==> config.mk <==
export PLATFORM = sky130hd
export DESIGN_NAME = eth_mac_tx_framer
export DESIGN_NICKNAME = d
export VERILOG_FILES = /design/src/rtl/eth_mac_tx_framer.sv
export SDC_FILE = /design/constraint.sdc
export NUM_CORES = 1
export LEC_CHECK = 0
export BUFFER_PORTS_ARGS = -buffer_cell sky130_fd_sc_hd__buf_2
export CAP_MARGIN = 40
export CORE_UTILIZATION = 25
export CTS_BUF_LIST = sky130_fd_sc_hd__clkbuf_8
export DETAILED_ROUTE_END_ITERATION = 8
export PLACE_DENSITY_LB_ADDON = 0.3
export SETUP_SLACK_MARGIN = 0.05
export SLEW_MARGIN = 15
export SYNTH_ARGS = -nofsm -noshare
export SYNTH_HDL_FRONTEND = slang
export SYNTH_SLANG_ARGS = --single-unit
==> constraint.sdc <==
create_clock -name ACLK -period 1.7 [get_ports ACLK]
set_input_delay 0.255 -clock ACLK [delete_from_list [all_inputs] [get_ports ACLK]]
set_output_delay 0.255 -clock ACLK [all_outputs]
set_load 0.01 [all_outputs]
==> src/rtl/eth_mac_tx_framer.sv <==
// eth_mac_tx_framer: byte-stream to GMII transmit framer.
// Adds preamble/SFD, appends the IEEE 802.3 CRC32 FCS and enforces the
// inter-frame gap. Short-frame zero padding is built only when the macro
// ETH_TX_PAD_EN is defined.
module eth_mac_tx_framer #(
    parameter int PREAMBLE_BYTES  = 7,
`ifdef ETH_TX_PAD_EN
    parameter int MIN_FRAME_BYTES = 60,
`endif
    parameter int IFG_CYCLES      = 12
) (
    input  logic       ACLK,
    input  logic       ARESET,
    input  logic [7:0] S_DATA,
    input  logic       S_VALID,
    output logic       S_READY,
    input  logic       S_LAST,
    input  logic       S_TUSER,
    output logic [7:0] TXD,
    output logic       TX_EN,
    output logic       TX_ER,
    output logic       TX_BUSY,
    output logic       FRAME_DONE
);

    typedef enum logic [2:0] {
        ST_IDLE,
        ST_PREAMBLE,
        ST_DATA,
        ST_ABORT,
`ifdef ETH_TX_PAD_EN
        ST_PAD,
`endif
        ST_FCS,
        ST_IFG
    } state_t;

    localparam logic [7:0]  PRE_LAST = 8'(PREAMBLE_BYTES);
    localparam logic [7:0]  IFG_LAST = 8'(IFG_CYCLES - 1);
`ifdef ETH_TX_PAD_EN
    localparam logic [10:0] MIN_LEN  = 11'(MIN_FRAME_BYTES);
`endif

    state_t      state_q, state_d;
    logic [7:0]  cnt_q, cnt_d;
    logic [10:0] byte_cnt_q, byte_cnt_d;
    logic [31:0] crc_q, crc_d;
    logic [7:0]  txd_q, txd_d;
    logic        tx_en_q, tx_en_d;
    logic        tx_er_q, tx_er_d;
    logic        done_q, done_d;

    logic [10:0] byte_cnt_inc;
    logic [31:0] fcs;

    // Reflected CRC32 (poly 0xEDB88320), one byte per call.
    function automatic logic [31:0] crc_byte(input logic [31:0] c, input logic [7:0] d);
        logic [31:0] r;
        r = c ^ {24'h0, d};
        for (int i = 0; i < 8; i++)
            r = r[0] ? ((r >> 1) ^ 32'hEDB88320) : (r >> 1);
        return r;
    endfunction

    assign byte_cnt_inc = (byte_cnt_q == 11'h7FF) ? byte_cnt_q : byte_cnt_q + 11'd1;
    assign fcs          = ~crc_q;

    assign S_READY    = (state_q == ST_DATA);
    assign TX_BUSY    = (state_q != ST_IDLE);
    assign TXD        = txd_q;
    assign TX_EN      = tx_en_q;
    assign TX_ER      = tx_er_q;
    assign FRAME_DONE = done_q;

    // State and registered GMII outputs; reset kills a frame in progress at once.
    always_ff @(posedge ACLK or posedge ARESET) begin
        if (ARESET) begin
            state_q    <= ST_IDLE;
            cnt_q      <= '0;
            byte_cnt_q <= '0;
            crc_q      <= 32'hFFFFFFFF;
            txd_q      <= 8'h00;
            tx_en_q    <= 1'b0;
            tx_er_q    <= 1'b0;
            done_q     <= 1'b0;
        end else begin
            state_q    <= state_d;
            cnt_q      <= cnt_d;
            byte_cnt_q <= byte_cnt_d;
            crc_q      <= crc_d;
            txd_q      <= txd_d;
            tx_en_q    <= tx_en_d;
            tx_er_q    <= tx_er_d;
            done_q     <= done_d;
        end
    end

    // Next-state and next-output decode; the line is idle unless a state drives it.
    always_comb begin
        state_d    = state_q;
        cnt_d      = cnt_q;
        byte_cnt_d = byte_cnt_q;
        crc_d      = crc_q;
        txd_d      = 8'h00;
        tx_en_d    = 1'b0;
        tx_er_d    = 1'b0;
        done_d     = 1'b0;
        case (state_q)
            ST_IDLE: begin
                // Start the preamble; the pending byte is taken later in DATA.
                if (S_VALID) begin
                    txd_d   = 8'h55;
                    tx_en_d = 1'b1;
                    cnt_d   = 8'd1;
                    state_d = ST_PREAMBLE;
                end
            end
            ST_PREAMBLE: begin
                tx_en_d = 1'b1;
                if (cnt_q < PRE_LAST) begin
                    txd_d = 8'h55;
                    cnt_d = cnt_q + 8'd1;
                end else begin
                    txd_d      = 8'hD5;
                    crc_d      = 32'hFFFFFFFF;
                    byte_cnt_d = '0;
                    state_d    = ST_DATA;
                end
            end
            ST_DATA: begin
                tx_en_d = 1'b1;
                if (S_VALID) begin
                    txd_d      = S_DATA;
                    tx_er_d    = S_TUSER;
                    crc_d      = crc_byte(crc_q, S_DATA);
                    byte_cnt_d = byte_cnt_inc;
                    if (S_LAST) begin
                        cnt_d   = '0;
                        state_d = ST_FCS;
`ifdef ETH_TX_PAD_EN
                        if (byte_cnt_inc < MIN_LEN)
                            state_d = ST_PAD;
`endif
                    end
                end else begin
                    // GMII cannot stall: flag the frame as corrupt and give up.
                    txd_d   = 8'h00;
                    tx_er_d = 1'b1;
                    state_d = ST_ABORT;
                end
            end
            ST_ABORT: begin
                cnt_d   = '0;
                state_d = ST_IFG;
            end
`ifdef ETH_TX_PAD_EN
            ST_PAD: begin
                tx_en_d    = 1'b1;
                crc_d      = crc_byte(crc_q, 8'h00);
                byte_cnt_d = byte_cnt_inc;
                if (byte_cnt_inc >= MIN_LEN) begin
                    cnt_d   = '0;
                    state_d = ST_FCS;
                end
            end
`endif
            ST_FCS: begin
                tx_en_d = 1'b1;
                txd_d   = fcs[{cnt_q[1:0], 3'b000} +: 8];
                if (cnt_q[1:0] == 2'd3) begin
                    done_d  = 1'b1;
                    cnt_d   = '0;
                    state_d = ST_IFG;
                end else begin
                    cnt_d = cnt_q + 8'd1;
                end
            end
            ST_IFG: begin
                if (cnt_q >= IFG_LAST) begin
                    cnt_d   = '0;
                    state_d = ST_IDLE;
                end else begin
                    cnt_d = cnt_q + 8'd1;
                end
            end
            default: state_d = ST_IDLE;
        endcase
    end

endmodule

# [Word level (Yosys, flattened, before mapping)]
# Index checks and enable logic that the tools add are counted.
[op_classes] n_addsub=1 magnitude_cmp=2 eq_ne=14 shifts=1 muxes=35 bitwise_logic=10 reduce_logical=8
[ops] operator="two-way mux 32 bit" count=10
[ops] operator="inverter 13 -> 14 bit" count=8
[ops] operator="two-way mux 8 bit" count=8
[ops] operator="one-hot mux 32 bit (2 select lines)" count=1
[ops] operator="one-hot mux 8 bit (6 select lines)" count=1
[ops] operator="inverter 32 bit" count=1
[ops] operator="one-hot mux 8 bit (4 select lines)" count=1
[ops] operator="variable part select 32 x 6 -> 8 bit" count=1
[ops] operator="bitwise XOR 32 x 8 -> 32 bit" count=1
[ops] operator="two-way mux 3 bit" count=6
[ops] operator="one-hot mux 3 bit (6 select lines)" count=1
[ops] operator="inequality test 2 bit, second input constant" count=6
[ops] operator="AND reduction 5 bit" count=2
[ops] operator="adder 8 x 1 -> 8 bit, second input constant" count=1
[ops] operator="greater-or-equal comparator 8 x 4 -> 1 bit, second input constant" count=1
[ops] operator="< comparator 8 x 3 -> 1 bit, second input constant" count=1
[ops] operator="two-way mux 7 bit" count=1
[ops] operator="equality test 3 x 2 -> 1 bit, second input constant" count=2
[ops] operator="equality test 3 bit, second input constant" count=2
[ops] operator="nonzero test 6 bit" count=1
[ops] operator="two-way mux 1 bit" count=5
[ops] operator="equality test 3 x 1 -> 1 bit, second input constant" count=1
[ops] operator="logical NOT 3 bit" count=1
[ops] operator="inequality test 3 x 2 -> 1 bit, second input constant" count=1
[ops] operator="other kinds (7)" count=7
[word_totals] reg_bits=54 in_bits=13 output_inout_bits=13 word_cells=78

# [Depth between registers and ports, before layout]
[logic_depth] ltp_word=19 mapped_depth=7 depth_no_buf=6

# [Least setup slack after synthesis]
# OpenSTA, ideal clock, no wires.
[synth_path] path_kind="flip-flop to flip-flop" startpoint="reg cnt_q[0]" endpoint="reg cnt_q[3]" setup_time_ns=0.120 arrival_time_ns=1.607 required_ns=1.580 setup_slack_ns=-0.027 stages_incl_launch_ff=7 path_buffers=0 period_less_slack_ns=1.727 path_cell_list="dfrtp_1 > ha_1 > a21oi_1 > a21oi_1 > a2111o_1 > xor2_1 > nor2_1"
[synth_via] elab_chain_cells=3 elab_cells_between_ends=10 classes_between="add/sub: 1; order compare: 2; eq/ne: 2; mux: 4; reduce/logical: 1"
[synth_lines] item="start: declaration" line_no="45" source="logic [7:0] cnt_q, cnt_d;"
[synth_lines] item="start signal: assignment" line_no="88" source="cnt_q <= cnt_d;"
[synth_lines] item="adder 8 x 1 -> 8 bit (tied with other cells)" line_no="122, 175, 183"
[synth_lines] item="two-way mux 8 bit (tied with other cells)" line_no="179" source="if (cnt_q >= IFG_LAST) begin"
[synth_lines] item="one-hot mux 8 bit (6 select lines) or AND reduction 5 bit (tied branches)"
# Parallel ways exist; a longest one is shown, timed or not. The select of a mux whose other input is x is not followed.
# A chain may end at the register's enable or synchronous reset.

# [Worst setup path in the final report]
[layout_path] startpoint="reg crc_q[3]" endpoint="reg crc_q[22]"
[layout_via] elab_chain_cells=13
[layout_lines] item="start: declaration" line_no="47" source="logic [31:0] crc_q, crc_d;"
[layout_lines] item="start signal: assignment" line_no="90" source="crc_q <= crc_d;"
[layout_lines] item="bitwise XOR 32 x 8 -> 32 bit *" line_no="59" source="r = c ^ {24'h0, d};"
[layout_lines] item="two-way mux 32 bit * (5 in a row)" line_no="61" source="r = r[0] ? ((r >> 1) ^ 32'hEDB88320) : (r >> 1);"
[layout_lines] item="inverter 13 -> 14 bit (no source line)"
[layout_lines] item="two-way mux 32 bit *" line_no="61"
[layout_lines] item="inverter 13 -> 14 bit (no source line)"
[layout_lines] item="two-way mux 32 bit * (2 in a row)" line_no="61"
[layout_lines] item="two-way mux 32 bit *" line_no="132" source="if (S_VALID) begin"
[layout_lines] item="one-hot mux 32 bit (2 select lines) *" line_no="108" source="case (state_q)"
# Mark *: on every way between the ends. The rest lies on a longest branch, timed or not. The select of a mux whose other input is x is not followed.

==> results.yml <==
setup_path:
  criticalPathCategory: "reg2reg"
  endpoint_kind: "flop"
  critPathRequiredTime_ps: 1950
  cp-endpoint: "crc_q[22]$_DFFE_PP1P_"
  reg2regPathDepth: 7
  reg2reg_to: "crc_q[22]$_DFFE_PP1P_"
  cp.arrival_ps: 1950
  r2r-start: "crc_q[3]$_DFFE_PP1P_"
  cp-start-kind: "flop"
  reg2reg_slack_ps: 0.6
  crit_start: "crc_q[3]$_DFFE_PP1P_"
  cp_max_fo: 3
drt:
  remaining_drc_errors: 0
  vias: 2641
  postRouteAntennaNets: 0
  dr.pass1.iters: 4
  drt-total-wl_mm: 9.21
  drtIter0Drc: 126
  drt-vias-per-instance: 4.50
  wl_per_cell_um: 15.7
placed_design:
  dp_hpwl_mm: 6.01
  port_buffers: 25
  globalplace.congestion: 0.813
sta:
  worst_pin_slew_ps: 451
  max_freq_ghz: 0.588
  grt_setup_unrepaired: "yes"
  setup_tns_ps: 0
  setup_viol: 0
  min_period_ps: 1700
  fin_crit_sh_pct: 100
  fin_skew_ps: 5.10
  whs_ps: 204
  maxSlewViolCount: 0
  max_slew_margin_pct: 69.9
  hold_viol: 0
worst_hold_path:
  holdPathStages: 3
  hp-class: "in2reg"
floorplanning:
  dieArea_sq_um: 13900
  design.core.area_sq_um: 12800
  die_y_um: 118
  start_util_pct: 26.1
  die_w_um: 118
  rows: 41
  num_io_pins: 26
yosys:
  synth-main-ff-cell: "dfstp_2"
  yosysTopAreaCell: "dfstp_2"
  syn_inst: 316
  synth_cell_types: 48
  ys_seq_area_share_pct: 41.5
  ys_ff_latch: 54
  syn_nets: 331
  synth-edff-count: 0
  avgSynthCellArea_sq_um: 10.6
  synth_most_common_cell: "nor2_1"
  async_flop_share_pct: 100
  yosysWarnings: 0
  synth_top_area_share_pct: 25.1
  synth_common_cells: "nor2_1 (49), a21oi_1 (44), xnor2_1 (37), dfstp_2 (32), dfrtp_1 (22)"
  synthesis.area_sq_um: 3350
  synthTopCellsByArea: "dfstp_2 (25%), dfrtp_1 (16%), xnor2_1 (9.7%), a21oi_1 (6.6%), nor2_1 (5.5%)"
clock_network:
  cts_buffer_depth: 2
  clkSlewWorstSetupHoldPaths_ps: 100
  tritoncts: "done"
  htreeDepth: 2
  clock_latency_ps: 320
  cts.sinks: 54
  cts_buffers: 5
  root_buffer: "clkbuf_8"
grt:
  grt_pass1_vias: 2681
  grt_pass1_wl_mm: 14.0
  antenna_found_initial: 0
  overflow: 0
  grt_max_degree: 37
  track_usage_pct: 12.7
run:
  maxCapViolations: 0
power:
  p_leak_nw: 1.95
  power_density_nw_per_um2: 1960
  swShare_pct: 39.1
  pwr-share-comb_pct: 65.3
  ir_worst_vdd_mv: 0.683
  clkPwrFrac_pct: 11.3
  p_seq_share_pct: 23.4
  p_sw_mw: 3.79
  p_int_mw: 5.91
cells_and_area:
  area_growth_pct: 47.9
  drive_above_1_share_pct: 57.8
  fin_nets: 429
  n_fill_cell: 1229
  antennaDiodeCount: 0
run_status:
  status: "complete, no violations"
==> cells by family (layout without fill, tap and decap cells) <==
family / Yosys count / after routing / synth area share [%]
AND/OR/NAND/NOR: 88 / 88 / 12.6
AO/OA/AOI/OAI: 75 / 75 / 13.0
XOR/XNOR: 72 / 72 / 24.1
flip-flops: 54 / 54 / 41.5
buffers and inverters: 17 / 116 / 2.61
multiplexers: 8 / 8 / 5.49
adder cells (fa/ha/maj): 2 / 2 / 0.747
==> through the flow <==
step           cell area (sq um)  setup slack, ps  std cells  utilization (%)  power [mW]
5_1_grt                     4960            -96.0        587             38.6        10.3
2_1_floorplan               3360             46.5        316                -        5.48
3_5_place_dp                4040            -99.0        549             31.5        7.01
6_report                    4960            0.558        587             38.6        9.71
3_3_place_gp                4040             -120        549             31.5        7.03
4_1_cts                     4500            -5.61        566             35.1        8.88
==> worst min path at each step <==
stage | start | slack (ps) | endpoint
6_report | S_TUSER | 200 | TX_ER$_DFF_PP0_
5_1_grt | S_TUSER | 230 | TX_ER$_DFF_PP0_
4_1_cts | S_TUSER | 210 | TX_ER$_DFF_PP0_
3_5_place_dp | ARESET | 290 | TXD[1]$_DFF_PP0_
3_3_place_gp | ARESET | 280 | TXD[1]$_DFF_PP0_
2_1_floorplan | S_DATA[1] | 370 | TXD[1]$_DFF_PP0_
==> registers in the layout (all words and copies together), names as in the netlist <==
name,count
crc_q,32
TXD,8
cnt_q,8
state_q,3
FRAME_DONE,1
TX_EN,1
TX_ER,1
==> area by class of cell <==
class,instances,area [sq um],share of cell area (%)
well taps,172,215,4.34
repair buffers,105,873,17.6
clock buffers,6,82.6,1.67
clock inverters,2,60.1,1.21
inverters,3,11.3,0.227
flip-flops and latches,54,1400,28.1
multi-input cells,245,2320,46.8
==> repair_timing <==
action / in CTS / in global routing
cloned: 0 / 3
endpoints found under the setup margin: 35 / 48
endpoints found under the hold margin: 3 / 0
hold buffers: 1 / 0
pin swaps: 18 / 22
gates resized for setup: 44 / 63
setup buffers: 8 / 23
==> layout by cell type (no fill, tap or decap), types with 3 or more instances in the layout <==
cell / n
or3b_4: 4
xnor2_2: 12
buf_6: 6
buf_12: 5
a31oi_1: 3
xor2_1: 13
a21oi_1: 29
dfrtp_1: 19
nor2_2: 14
nand2_1: 11
dfstp_2: 32
buf_8: 3
xnor2_4: 11
nor2_1: 28
a21oi_4: 3
nand2b_1: 3
o21ai_1: 3
nand3_1: 3
buf_4: 64
buf_2: 24
nor2b_1: 3
clkbuf_8: 6
a21oi_2: 13
mux4_2: 7
dfrtp_2: 3
xor2_2: 7
xnor2_1: 28
o21ai_0: 9
nor2_4: 7
==> layer usage <==
metal	track usage, %	share of wire, %	up-vias
met5	0	0	-
met4	1.68	0.34	0
met3	2.57	3.1	5
met2	23.1	54	32
met1	15.7	43	1341
li1	-	-	1263
==> power groups by stage <==
stage / sequential [mW] / combinational, mW / clock (mW)
after CTS: 2.23 / 5.55 / 1.11
after floorplan: 2.15 / 3.33 / 0
final: 2.27 / 6.34 / 1.09
after global routing: 2.32 / 6.82 / 1.17
after detailed placement: 2.21 / 4.80 / 0
after global placement: 2.20 / 4.83 / 0
==> worst max-delay path, cell delays in order (launching register included) <==
cell and delay (ps):
dfstp_2 610, xor2_4 220, buf_6 150, xnor2_4 70, xnor2_2 220, buf_4 170, xnor2_1 120, a21oi_1 80
Power figures use the tool's default switching activity.
